File: config.mk
export PLATFORM = sky130hd
export DESIGN_NAME = core_data_obi_router
export DESIGN_NICKNAME = d
export VERILOG_FILES = /design/src/rtl/redmule_tile_pkg.sv /design/src/rtl/obi_err_sbr.sv /design/src/rtl/core_data_obi_router.sv
export SDC_FILE = /design/constraint.sdc
export NUM_CORES = 1
export LEC_CHECK = 0
export ABC_AREA = 1
export CAP_MARGIN = 20
export CORE_AREA = 2 2 97 99
export CTS_BUF_LIST = sky130_fd_sc_hd__clkbuf_16
export CTS_CLUSTER_DIAMETER = 100
export CTS_CLUSTER_SIZE = 28
export DETAILED_ROUTE_END_ITERATION = 12
export DIE_AREA = 0 0 99 101
export PLACE_DENSITY = 0.69
export SLEW_MARGIN = 20
export SYNTH_ARGS = -nofsm -noshare
export SYNTH_HDL_FRONTEND = slang
export SYNTH_HIERARCHICAL = 1
export SYNTH_SLANG_ARGS = --single-unit
File: constraint.sdc
create_clock -name clk_i -period 3.03 [get_ports clk_i]
set_input_delay 0.909 -clock clk_i [delete_from_list [all_inputs] [get_ports clk_i]]
set_output_delay 0.909 -clock clk_i [all_outputs]
set_load 0.05 [all_outputs]
File: src/rtl/redmule_tile_pkg.sv
// redmule_tile_pkg: shared tile constants and the data-router target encoding
package redmule_tile_pkg;
  localparam int ADDR_W = 32;
  localparam int DATA_W = 32;
  localparam int RID_WIDTH = 1;
  localparam int N_MAX_TRAN = 1;
  localparam logic [31:0] L1_START = 32'h1000_0000;
  localparam logic [31:0] L1_END = 32'h2000_0000;
  localparam logic [31:0] L2_START = 32'h2000_0000;
  localparam logic [31:0] L2_END = 32'h3000_0000;
  typedef enum logic [1:0] {TGT_L1 = 2'd0, TGT_L2 = 2'd1, TGT_ERR = 2'd2} tgt_e;
endpackage

File: src/rtl/obi_err_sbr.sv
// obi_err_sbr: answers every accepted unmapped access with an error response one cycle later
// ports: clk/rst clock and async reset; hit pulses on an accepted unmapped request;
//        rvalid/rdata/err/rid form the error response (data and id always zero)
module obi_err_sbr #(
  parameter int DATA_W = 32,
  parameter int RID_W = 1
) (
  input  logic              clk,
  input  logic              rst,
  input  logic              hit,
  output logic              rvalid,
  output logic [DATA_W-1:0] rdata,
  output logic              err,
  output logic [RID_W-1:0]  rid
);
  logic err_pend_q;
  always_ff @(posedge clk or posedge rst) begin
    if (rst) err_pend_q <= 1'b0;
    else err_pend_q <= hit;
  end
  assign rvalid = err_pend_q;
  assign err = err_pend_q;
  assign rdata = '0;
  assign rid = '0;
endmodule

File: src/rtl/core_data_obi_router.sv
// core_data_obi_router: routes the core OBI data port to L1 (0), L2 (1) or an internal error responder
// ports: clk_i/rst_i clock and async reset; mgr_* core-side OBI manager port;
//        sbr_* two subordinate ports (req/gnt/rvalid/err one bit each, rdata/rid packed, index 0 in LSBs,
//        addr/we/be/wdata broadcast); stall_o flags a request held back by the ordering rule
module core_data_obi_router
  import redmule_tile_pkg::*;
#(
  parameter int ADDR_W = redmule_tile_pkg::ADDR_W,
  parameter int DATA_W = redmule_tile_pkg::DATA_W,
  parameter int RID_W = redmule_tile_pkg::RID_WIDTH,
  parameter int N_MAX_TRAN = redmule_tile_pkg::N_MAX_TRAN,
  parameter logic [ADDR_W-1:0] L1_START = redmule_tile_pkg::L1_START,
  parameter logic [ADDR_W-1:0] L1_END = redmule_tile_pkg::L1_END,
  parameter logic [ADDR_W-1:0] L2_START = redmule_tile_pkg::L2_START,
  parameter logic [ADDR_W-1:0] L2_END = redmule_tile_pkg::L2_END
) (
  input  logic                  clk_i,
  input  logic                  rst_i,
  input  logic                  mgr_req_i,
  output logic                  mgr_gnt_o,
  input  logic [ADDR_W-1:0]     mgr_addr_i,
  input  logic                  mgr_we_i,
  input  logic [DATA_W/8-1:0]   mgr_be_i,
  input  logic [DATA_W-1:0]     mgr_wdata_i,
  output logic                  mgr_rvalid_o,
  output logic [DATA_W-1:0]     mgr_rdata_o,
  output logic                  mgr_err_o,
  output logic [RID_W-1:0]      mgr_rid_o,
  output logic [1:0]            sbr_req_o,
  output logic [ADDR_W-1:0]     sbr_addr_o,
  output logic                  sbr_we_o,
  output logic [DATA_W/8-1:0]   sbr_be_o,
  output logic [DATA_W-1:0]     sbr_wdata_o,
  input  logic [1:0]            sbr_gnt_i,
  input  logic [1:0]            sbr_rvalid_i,
  input  logic [2*DATA_W-1:0]   sbr_rdata_i,
  input  logic [1:0]            sbr_err_i,
  input  logic [2*RID_W-1:0]    sbr_rid_i,
  output logic                  stall_o
);
  localparam int CW = $clog2(N_MAX_TRAN + 1);
  localparam logic [CW-1:0] MAX = CW'(N_MAX_TRAN);
  logic [CW-1:0] cnt;
  tgt_e tgt, sel_q;
  logic allow, accept, sel_err;
  logic [1:0] sel_mask;
  logic err_rvalid, err_err;
  logic [DATA_W-1:0] err_rdata;
  logic [RID_W-1:0] err_rid;
  always_comb begin
    tgt = (mgr_addr_i >= L1_START && mgr_addr_i < L1_END) ? TGT_L1 :
          (mgr_addr_i >= L2_START && mgr_addr_i < L2_END) ? TGT_L2 : TGT_ERR;
    allow = cnt == '0 || (cnt < MAX && tgt == sel_q);
    sbr_req_o = {2{~rst_i & mgr_req_i & allow}} & {tgt == TGT_L2, tgt == TGT_L1};
    mgr_gnt_o = ~rst_i & allow & (tgt == TGT_ERR ? mgr_req_i : sbr_gnt_i[tgt[0]]);
    stall_o = ~rst_i & mgr_req_i & ~allow;
    accept = mgr_req_i & mgr_gnt_o;
    sbr_addr_o = rst_i ? '0 : mgr_addr_i;
    sbr_we_o = ~rst_i & mgr_we_i;
    sbr_be_o = rst_i ? '0 : mgr_be_i;
    sbr_wdata_o = rst_i ? '0 : mgr_wdata_i;
    sel_err = sel_q == TGT_ERR;
    sel_mask = sel_err ? 2'b00 : sel_q[0] ? 2'b10 : 2'b01;
    mgr_rvalid_o = ~rst_i & (sel_err ? err_rvalid : sbr_rvalid_i[sel_q[0]]);
    mgr_rdata_o = ~mgr_rvalid_o ? '0 : sel_err ? err_rdata :
                  sel_q[0] ? sbr_rdata_i[2*DATA_W-1:DATA_W] : sbr_rdata_i[DATA_W-1:0];
    mgr_err_o = mgr_rvalid_o & (sel_err ? err_err : sbr_err_i[sel_q[0]]);
    mgr_rid_o = ~mgr_rvalid_o ? '0 : sel_err ? err_rid :
                sel_q[0] ? sbr_rid_i[2*RID_W-1:RID_W] : sbr_rid_i[RID_W-1:0];
  end
  // cnt never underflows: a stray response with nothing outstanding is only flagged
  always_ff @(posedge clk_i or posedge rst_i) begin
    if (rst_i) begin
      cnt <= '0;
      sel_q <= TGT_L1;
    end else begin
      cnt <= cnt + CW'(accept) - CW'(mgr_rvalid_o && cnt != '0);
      if (accept) sel_q <= tgt;
    end
  end
  obi_err_sbr #(.DATA_W(DATA_W), .RID_W(RID_W)) u_err (
    .clk(clk_i),
    .rst(rst_i),
    .hit(accept && tgt == TGT_ERR),
    .rvalid(err_rvalid),
    .rdata(err_rdata),
    .err(err_err),
    .rid(err_rid)
  );
  a_no_stray_rvalid: assert property (@(posedge clk_i) disable iff (rst_i) mgr_rvalid_o |-> cnt != '0);
  a_no_foreign_rvalid: assert property (@(posedge clk_i) disable iff (rst_i) (sbr_rvalid_i & ~sel_mask) == 2'b00);
endmodule
# ---- Word-level counts from Yosys, hierarchy flattened
# Index checks and enable logic that the tools add are counted.
dict set report op_classes {
  n_addsub 2
  order_cmp 7
  n_reduce_logical 7
  n_mux 20
  n_bitwise 13
  eq_ne 4
}
# operator n
set ops {}
lappend ops {{2-to-1 mux 32 bit} 5}
lappend ops {{< comparator 32 x 30 -> 1 bit (second input constant)} 2}
lappend ops {{greater-or-equal comparator 32 x 29 -> 1 bit (second input constant)} 1}
lappend ops {{greater-or-equal comparator 32 x 30 -> 1 bit (second input constant)} 1}
lappend ops {{2-to-1 mux 1 bit} 12}
lappend ops {{bitwise AND 1 bit} 9}
lappend ops {{logical AND 1 bit} 5}
lappend ops {{equality test 2 bit (second input constant)} 2}
lappend ops {{< comparator 1 x 2 -> 1 bit (second input constant)} 2}
lappend ops {{2-to-1 mux 2 bit} 2}
lappend ops {{2-to-1 mux 4 bit} 1}
lappend ops {{NOT 1 bit} 3}
lappend ops {{bitwise AND 2 bit} 1}
lappend ops {{equality test 2 x 1 -> 1 bit (second input constant)} 1}
lappend ops {{equality test 2 bit} 1}
lappend ops {{zero test 2 bit} 1}
lappend ops {{adder 1 bit} 1}
lappend ops {{logical OR 1 bit} 1}
lappend ops {{< comparator 1 bit (second input constant)} 1}
lappend ops {{subtractor 1 bit} 1}
dict set report totals {
  inputBits 144
  elab_cells 56
  out_inout_bits 108
  register_bits 4
}

# ---- Depth between registers and ports, before layout
# Gate-level depths: netlist (run 1).
dict set report logic_depth {
  word_depth 12
  ltp_mapped 8
  ltp_nobuf 8
}

# ---- Cells and area by module
# Netlist (run 1), hierarchy kept.
# module cells_each instances area_per_inst_um2
set modules_own_cells {}
lappend modules_own_cells {core_data_obi_router 338 1 1486.4}
lappend modules_own_cells {obi_err_sbr 37 1 287.8}

# ---- Worst setup path after synthesis (run 1)
# OpenSTA, ideal clock, no wires.
dict set report synth_path {
  path_type {input-to-output}
  from {input rst_i}
  to {output stall_o}
  required_ns 2.121
  path_stages 3
  setup_slack_ns -0.268
  arrival_time_ns 2.389
  path_cell_list {clkbuf_1 > clkbuf_1 > nor3_1}
}
dict set report synth_between {
  elab_chain_len 3
}
# item line
set synth_rtl {}
lappend synth_rtl {{start: declaration} core_data_obi_router.sv:18} ;# input logic rst_i,
lappend synth_rtl {{NOT 1 bit} core_data_obi_router.sv:56} ;# stall_o = ~rst_i & mgr_req_i & ~allow;
lappend synth_rtl {{bitwise AND 1 bit (2 in a row)} core_data_obi_router.sv:56}
lappend synth_rtl {{end: declaration} core_data_obi_router.sv:39} ;# output logic stall_o
# Every way passes these cells.

# ---- Final worst setup path (run 1)
dict set report layout_path {
  from {input sbr_rvalid_i[0]}
  to {output mgr_rdata_o[9]}
}
dict set report layout_between {
  elab_chain_len 5
}
# item line
set layout_rtl {}
lappend layout_rtl {{start: declaration} core_data_obi_router.sv:35} ;# input logic [1:0] sbr_rvalid_i,
lappend layout_rtl {{2-to-1 mux 1 bit (implied by the code) (2 in a row)} core_data_obi_router.sv:64} ;# mgr_rvalid_o = ~rst_i & (sel_err ? err_rvalid : sbr_rvalid_i[sel_q[0]]);
lappend layout_rtl {{2-to-1 mux 1 bit} core_data_obi_router.sv:64}
lappend layout_rtl {{bitwise AND 1 bit} core_data_obi_router.sv:64}
lappend layout_rtl {{2-to-1 mux 32 bit} core_data_obi_router.sv:65} ;# mgr_rdata_o = ~mgr_rvalid_o ? '0 : sel_err ? err_rdata :
lappend layout_rtl {{end: declaration} core_data_obi_router.sv:26} ;# output logic [DATA_W-1:0] mgr_rdata_o,
# Every way passes these cells. The select of a mux whose other input is x is not followed.

==> results of run 1 <==
## cell usage after synthesis
cell type / count
a31oi_1: 34
and3_1: 1
buf_1: 1
buf_2: 2
buf_4: 35
buf_6: 3
clkbuf_1: 14
conb_1: 1
dfrtp_1: 4
inv_1: 78
nand2_1: 116
nand2_4: 1
nand3_1: 4
nand3_2: 1
nor2_1: 75
nor2_4: 2
nor3_1: 1
o21ai_0: 2
## layer usage
layer | vias up | wire [um] | global-route usage
li1 | 1529 | - | -
met1 | 1375 | 3010 | 0.167
met2 | 163 | 6170 | 0.439
met3 | 18 | 1020 | 0.0735
met4 | 2 | 216 | 0.0516
met5 | - | 11 | 0
## stage by stage
stage | hold WS [ns] | setup WS [ns]
4_1_cts | 0.589 | 0.0204
3_5_place_dp | 0.552 | -0.208
2_1_floorplan | 0.518 | -0.179
3_3_place_gp | 0.539 | -0.181
5_1_grt | 0.636 | 0.0233
6_report | 0.573 | 0.0967
## area by class of cell
cell class	count	area (um2)	share of cell area
clock buffers	3	75.1	0.0130
flip-flops and latches	4	100	0.0173
well taps	111	139	0.0240
inverters	78	297	0.0513
repair buffers	261	3670	0.634
multi-input cells	272	1510	0.260
## power groups by stage
stage | sequential (mW) | clock (mW) | combinational, mW
floorplan | 0.0847 | 0 | 0.964
global placement | 0.0887 | 0 | 1.79
detailed placement | 0.0898 | 0 | 1.82
CTS | 0.0903 | 0.205 | 2.01
global route | 0.0935 | 0.210 | 2.13
finish | 0.0895 | 0.203 | 2.01
## flip-flops by register name, indices dropped and copies added, names as in the netlist
register and count:
cnt 1, u_err/err 1, sel_q 2
## what timing repair did
item,in CTS,in global routing
setup buffers,0,0
cloned,2,0
gates resized for setup,60,5
endpoints found under the setup margin,36,1
hold endpoints to repair,0,0
pin swaps,4,1
## worst max-delay path, stage by stage
cell	delay, ns
dlygate4sd2_1	0.20
nand2_2	0.07
nand3_4	0.21
nand2_8	0.17
a31oi_2	0.27
buf_12	0.17
## final timing paths
kind | from | to | slack [ns] | cells past startpoint
setup / recovery | sbr_rvalid_i[0] | mgr_rdata_o[9] | 0.1 | 6
hold / removal | sel_q[1]$_DFFE_PP0P_ | sel_q[1]$_DFFE_PP0P_ | 0.57 | 2
setup reg to reg | sel_q[0]$_DFFE_PP0P_ | cnt$_DFF_PP0_ | 1.46 | 7
hold reg to reg | sel_q[1]$_DFFE_PP0P_ | sel_q[1]$_DFFE_PP0P_ | 0.57 | 2
max in group asynchronous | rst_i | cnt$_DFF_PP0_ | 2.02 | 3
min in group asynchronous | rst_i | u_err/err$_DFF_PP0_ | 0.84 | 3
## kinds of logic (layout without fill, tap and decap cells)
group,Yosys count,after routing
simple gates,201,203
buf+inv,133,342
compound gates,36,36
flops,4,4
other cells,1,33
==> run metrics, run 1 <==
worst-path fanout max=18; Diodes inserted=0; largest net degree at the start of global routing=73; TritonCTS clock tree=built; outcome=complete, no violations; Clock transition at path regs=0.03 ns; io pins=approximately 250; vias in the first global route=between 3000 and 4000; Synth top area share=0.245; cts bufs inserted=3; Die Y=101 um; Min Clock Period, post-route=2.93 ns; number of DRC markers in iteration 0=40; # clock sinks=4; Internal=1.09 mW; Final Non-Filler Cells=729; routed vias/inst=approximately 4.2; Synth area leaders=nand2_1, inv_1, nor2_1; DR WL/cell=14.3 um; Fill cells=725; setup TNS=0 ns; most frequent cells in the layout=clkdlybuf4s50_1, nand2_1, buf_12; max capacitance violation total=0; worst clock skew=0.000184 ns; number of hold-slack violations in the final timing report=0; CP startpoint kind=input port; net switching power=1.22 mW; # setup viols final=0; Longest Clk Path Bufs=2; ANT nets after route=0; Synth Area in Compound Gates=0.126; first-pass GRT wire length=approximately 16000 um; pwr dens=399 mW/mm2; CTS H-tree depth=1; Final Util=0.644; Placed Instance Area=0.00534 mm2; die area=between 0.009 and 0.01 mm2; initial core utilization=0.198; Peak Freq=approximately 340 MHz; Synth Instances=375; CP Class=input port to output pin; post-synthesis sequential area ratio=0.0564; Flop pwr share=0.039; routability cong.=0.839; crit share post-route=0.968; Total GRT Usage=0.203; Layout Nets=764; CTS Root Cell=clkbuf_16; placed cells=724; register bit count reported by yosys=4; Post-Synth Simple-Gate Area=0.446; final non-filler cell area=approximately 0.0058 mm2; Max VDD drop=between 0.15 and 0.2 mV; Final Slew Violations=0; Chip Width=99 um; drt first pass iters=4; port bufs=between 200 and 300; WP data required=2.12 ns; # rows=35; WL final=between 10000 and 15000 um; hold buffers post-CTS=0; Logic pwr share=0.873; post-route DRC violation count=0; GRT overflow=0; xor and xnor area share after synthesis=0; Cell variety after synth=18; area leader, netlist=nand2_1; combinational family with the most area after synthesis=simple AND/OR/NAND/NOR gates; Critical Path AT=just over 2 ns; post-synthesis mux area share=0; Ys Warns=6; Syn Area/Cell=4.73 um2; Pwr Total=2.31 mW; RSZ-0062 raised after global routing=false; mapped cell area=0.00177 mm2; Critical Path End Type=output pin; core area=roughly 0.0090 mm2; hpwl dp=8260 um; Lkg Pwr=2.61 nW; Worst-Skew Late Latency=0.22 ns; Syn-to-layout area delta=226%; Synth Area in Adders=0; via count=~3100; initial antenna violation count=1; Hold Crit Class=register to register; Sw Share=0.528; Clock power frac=0.088; share of cells above drive strength 1=0.283; commonest non-fill, non-tap cell in the layout=clkdlybuf4s50_1
Note: power is estimated with default switching activity, not from simulation.
==> run 2: changes to the inputs <==
--- a/config.mk
+++ b/config.mk
@@ -13,7 +13,7 @@
 export CTS_CLUSTER_SIZE = 28
 export DETAILED_ROUTE_END_ITERATION = 12
 export DIE_AREA = 0 0 99 101
-export PLACE_DENSITY = 0.69
+export PLACE_DENSITY = 0.78
 export SLEW_MARGIN = 20
 export SYNTH_ARGS = -nofsm -noshare
 export SYNTH_HDL_FRONTEND = slang
==> run metrics, run 2 (synthesized netlist as in run 1, its figures left out) <==
Chip Width=99 um (unchanged); outcome=complete, no violations; crit share post-route=0.947 (-0.0216); FF-to-FF Start=sel_q[0]$_DFFE_PP0P_; slowest CP cell=clkinvlp_4; TritonCTS clock tree=built; Largest register FFs=2 (unchanged); CTS H-tree depth=1 (unchanged); share of cells above drive strength 1=0.283 (-0.000668); number of hold-slack violations in the final timing report=0 (unchanged); Die Y=101 um (unchanged); via count=3194 (+3.5%); Lkg Pwr=2.64 nW (+1.2%); Worst-Skew Late Latency=0.22 ns (about the same); Critical Path AT=1.96 ns (-0.06 ns); net switching power=1.20 mW (-1.3%); Biggest register=sel_q; sink of the worst hold path=sel_q[1]$_DFFE_PP0P_; # clock sinks=4 (unchanged); ANT nets after route=0 (unchanged); drt first pass iters=6 (+2); initial core utilization=0.198 (unchanged); Longest Clk Path Bufs=2 (unchanged); CP peak stage delay=0.22 ns (-0.05 ns); Peak Freq=349 MHz (+2.3%); GRT overflow=0 (unchanged); cts bufs inserted=3 (unchanged); worst clock skew=0.00241 ns (+0.00223 ns); WP data required=2.12 ns (about the same); met3 usage=0.0472 (-0.0264); core area=0.00898 mm2 (unchanged); initial antenna violation count=0 (-1); pwr dens=399 mW/mm2 (about the same); CTS Root Cell=clkbuf_16; routability cong.=0.841 (+0.25%); largest net degree at the start of global routing=63 (-14%); GR Util met2=0.438 (-0.00104); hold_ws=0.590 ns (+0.0164 ns); Buf+Inv Stages, Crit Path=4 (+2); hold path depth=2 (unchanged); Syn-to-layout area delta=226% (unchanged); commonest non-fill, non-tap cell in the layout=clkdlybuf4s50_1; Diodes inserted=0 (unchanged); # rows=35 (unchanged); Hold Crit Class=register to register; Clock transition at path regs=0.03 ns (about the same); M1 GR Usage=0.175 (+0.00782); hpwl dp=8660 um (+4.8%); Critical R2R Capture=cnt$_DFF_PP0_; die area=0.0100 mm2 (unchanged); RSZ-0062 raised after global routing=false; number of DRC markers in iteration 0=48 (+20%); Critical Path End Type=output pin; CP cell instances=buf_2, clkinvlp_4, buf_4, nand3_1, nor2_1, buf_12; reg2reg setup slack=1.44 ns (-0.02 ns); Final Util=0.644 (unchanged); Flop pwr share=0.040 (about the same); io pins=252 (unchanged); worst-path fanout max=4 (-14); Relative slew margins=0.620; port bufs=251 (unchanged); Internal=1.11 mW (+1.7%); most frequent cells in the layout=clkdlybuf4s50_1, nand2_1, buf_12; Max VDD drop=0.269 mV (+71%); max capacitance violation total=0 (unchanged); first-pass GRT wire length=16200 um (+1.2%); Min Clock Period, post-route=2.87 ns (-0.0654 ns); # setup viols final=0 (unchanged); post-route DRC violation count=0 (unchanged); Sw Share=0.521 (-0.00756); Layout Nets=769 (+0.65%); R2R depth=7 (unchanged); WL final=10600 um (+1.9%); Least-Margin Pin Slew=roughly 0.57 ns; min-delay src=sel_q[1]$_DFFE_PP0P_; Total GRT Usage=0.203 (+0.000260); routed vias/inst=4.35 (+2.8%); DR WL/cell=14.5 um (+1.2%); Logic pwr share=0.872 (about the same); CP startpoint kind=input port; Final Slew Violations=0 (unchanged); family with the most delay on the worst path=buffers and inverters; most used routing layer=met2; Clock power frac=0.088 (about the same); vias in the first global route=3331 (+1.4%); CP Class=input port to output pin
==> run 2: how the worst max path moves through the flow <==
stage                    startpoint               to  cells after the start
floorplan                     rst_i        mgr_err_o                      5
CTS                  mgr_addr_i[28]        mgr_gnt_o                      8
global route                  rst_i     sbr_req_o[1]                      6
global placement    sbr_rvalid_i[1]  mgr_rdata_o[25]                      6
detailed placement  sbr_rvalid_i[1]  mgr_rdata_o[25]                      6
finish                        rst_i     sbr_req_o[0]                      6
==> run 2: worst min-delay path: cells and delay by family, from the launching register on <==
| family | cells | cell delay [ns] |
|---|---|---|
| flip-flops | 1 | 0.42 |
| AND/OR/NAND/NOR | 2 | 0.14 |
==> run 2: cell type report <==
class                      count  area, um2
sequential                     4        100
multi-input combinational    272       1460
inverter                      78        297
clock buffer                   3       75.1
timing repair buffer         266       3720
fill                         672       3190
tap                          111        139
==> run 2: stage by stage <==
stage / cell area [um2] / setup TNS, ns / power (mW) / cells / setup slack (ns)
finish: 5780 / 0 / 2.31 / 734 / 0.162
global route: 5780 / 0 / 2.43 / 734 / 0.0592
CTS: 5770 / 0 / 2.31 / 734 / 0.00777
detailed placement: 5360 / -5.76 / 1.91 / 727 / -0.214
global placement: 5360 / -4.96 / 1.89 / 727 / -0.212
floorplan: 1900 / -5.58 / 1.05 / 407 / -0.179
==> run 2: power by group through the flow <==
| stage | combinational [mW] | clock [mW] | sequential (mW) |
|---|---|---|---|
| 2_1_floorplan | 0.964 | 0 | 0.0847 |
| 3_3_place_gp | 1.79 | 0 | 0.0928 |
| 3_5_place_dp | 1.82 | 0 | 0.0929 |
| 4_1_cts | 2.01 | 0.206 | 0.0930 |
| 5_1_grt | 2.12 | 0.211 | 0.0959 |
| 6_report | 2.01 | 0.204 | 0.0925 |
==> run 2: repair_timing <==
action / in CTS / in global routing
hold buffers: 0 / 0
cloned: 2 / 0
pin swaps: 3 / 2
setup buffers: 2 / 0
endpoints found under the setup margin: 36 / 1
resized for setup: 52 / 4
==> run 2: metal layers <==
| layer | routed length (um) | part of all wire |
|---|---|---|
| met5 | 0 | 0 |
| met4 | 325 | 0.031 |
| met3 | 895 | 0.084 |
| met2 | 6330 | 0.60 |
| met1 | 3070 | 0.29 |
==> run 3: changes to the inputs <==
--- a/config.mk
+++ b/config.mk
@@ -7,13 +7,13 @@
 export LEC_CHECK = 0
 export ABC_AREA = 1
 export CAP_MARGIN = 20
-export CORE_AREA = 2 2 97 99
+export CORE_AREA = 5 5 95 97
 export CTS_BUF_LIST = sky130_fd_sc_hd__clkbuf_16
 export CTS_CLUSTER_DIAMETER = 100
 export CTS_CLUSTER_SIZE = 28
 export DETAILED_ROUTE_END_ITERATION = 12
-export DIE_AREA = 0 0 99 101
-export PLACE_DENSITY = 0.78
+export DIE_AREA = 0 0 100 102
+export PLACE_DENSITY = 0.85
 export SLEW_MARGIN = 20
 export SYNTH_ARGS = -nofsm -noshare
 export SYNTH_HDL_FRONTEND = slang
==> run metrics, run 3 (synthesized netlist as in run 1, its figures left out) <==
most frequent cells in the layout=clkdlybuf4s50_1, nand2_1, buf_12; port bufs=251 (unchanged); CTS H-tree depth=1 (unchanged); Biggest register=sel_q; number of DRC markers in iteration 0=26 (-46%); die area=0.0102 mm2 (+2.0%); reg2reg setup slack=1.52 ns (+0.08 ns); DR WL/cell=16.9 um (+17%); routability cong.=0.888 (+5.6%); pwr dens=419 mW/mm2 (+5.0%); Chip Width=100 um (+1.0%); initial core utilization=0.220 (+0.0227); worst setup margin=0.185 ns (+0.0232 ns); CP startpoint kind=input port; CTS Root Cell=clkbuf_16; Final Slew Violations=0 (unchanged); via count=3152 (-1.3%); cts bufs inserted=3 (unchanged); outcome=complete, no violations; number of hold-slack violations in the final timing report=0 (unchanged); hold buffers post-CTS=0 (unchanged); share of cells above drive strength 1=0.283 (+0.000696); Fill cells=499 (-26%); WP data required=2.12 ns (about the same); Worst-Skew Late Latency=0.22 ns (about the same); worst slack, placed=-0.232 ns (-0.0178 ns); # rows=33 (-5.7%); first-pass GRT wire length=18400 um (+14%); Longest Clk Path Bufs=2 (unchanged); Die Y=102 um (+0.99%); worst-path fanout max=8 (+4); RSZ-0062 raised after global routing=false; largest net degree at the start of global routing=73 (+16%); max capacitance violation total=0 (unchanged); crit share post-route=0.939 (-0.00764); hpwl dp=9530 um (+10%); ANT nets after route=0 (unchanged); worst clock skew=0.000425 ns (-0.00199 ns); Hold Crit Class=register to register; Placed Instance Area=0.00535 mm2 (-0.19%); io pins=252 (unchanged); # setup viols final=0 (unchanged); core area=0.00805 mm2 (-10%); # clock sinks=4 (unchanged); Lkg Pwr=2.66 nW (+0.88%); vias in the first global route=3447 (+3.5%); TritonCTS clock tree=built; Layout Nets=771 (+0.26%); Syn-to-layout area delta=244%; Critical Path AT=1.94 ns (-0.02 ns); Diodes inserted=0 (unchanged); setup TNS=0 ns (unchanged); Min Clock Period, post-route=2.84 ns (-0.0232 ns); Critical Path End Type=output pin; final non-filler cell area=0.00611 mm2 (+5.6%); post-route DRC violation count=0 (unchanged); drt first pass iters=4 (-2); initial antenna violation count=0 (unchanged); WL final=12400 um (+16%); Largest register FFs=2 (unchanged); Peak Freq=352 MHz (+0.81%); Max VDD drop=0.256 mV (-4.9%); Total GRT Usage=0.233 (+0.0303); CP Class=input port to output pin; GRT overflow=0 (unchanged); Clock transition at path regs=0.03 ns (about the same); commonest non-fill, non-tap cell in the layout=clkdlybuf4s50_1; routed vias/inst=4.32 (-0.77%)
run 3: cell count changes in the layout (fill, tap and decap cells not counted):
cell	before	now
dlymetal6s2s_1	3	1
a31oi_2	32	0
a31oi_4	2	34
buf_4	14	11
nand2_4	0	2
dlygate4sd2_1	3	5
nor2_2	2	1
buf_12	109	111
nand2_8	3	4
nor2_1	72	73
run 3: worst paths after layout:
kind	startpoint	to	depth (start not counted)
max	sbr_rvalid_i[1]	mgr_rdata_o[25]	7
min	sel_q[1]$_DFFE_PP0P_	sel_q[1]$_DFFE_PP0P_	2
max reg2reg	sel_q[1]$_DFFE_PP0P_	cnt$_DFF_PP0_	8
min reg2reg	sel_q[1]$_DFFE_PP0P_	sel_q[1]$_DFFE_PP0P_	2
max in group asynchronous	rst_i	u_err/err$_DFF_PP0_	3
min in group asynchronous	rst_i	sel_q[1]$_DFFE_PP0P_	3
run 3: routing by layer:
metal  wire length [um]  share of wire  vias up  track usage
met4                626          0.051        0        0.111
li1                   -              -     1546            -
met5                  0              0        -            0
met2               6870           0.56      176        0.477
met1               3750           0.30     1390        0.207
met3               1100          0.089       40       0.0676
run 3: report_power, final:
part / switching [mW] / internal (mW)
sequential: 0.0219 / 0.0715
combinational: 1.33 / 0.933
clock: 0.0337 / 0.168
run 3: area by class of cell:
| type | count | area, um2 | share of cell area |
|---|---|---|---|
| inverter | 78 | 297 | 0.0486 |
| sequential | 4 | 100 | 0.0164 |
| multi-input combinational | 275 | 1780 | 0.291 |
| timing repair buffer | 265 | 3730 | 0.610 |
| clock buffer | 3 | 75.1 | 0.0123 |
| tap | 105 | 131 | 0.0215 |
run 3: what timing repair did:
action                     in CTS  in global routing
setup endpoints to repair      37                  1
pin swaps                       6                  1
buffers inserted                3                  0
cloned                          5                  0
gates resized for setup        85                  3
run 3: critical path, stage by stage:
cell and delay (ns):
dlygate4sd2_1 0.20, nand2_2 0.07, nand3_4 0.09, buf_12 0.16, nand2_8 0.12, a31oi_4 0.21
buf_12 0.16
run 3: through the flow:
stage          utilization  hold slack, ns  cells  power (mW)
6_report             0.758           0.592    730        2.56
3_5_place_dp         0.665           0.587    719        1.92
5_1_grt              0.758           0.628    730        2.68
4_1_cts              0.757           0.612    730        2.54
3_3_place_gp         0.665           0.572    719        1.87
2_1_floorplan            -           0.518    407        1.05
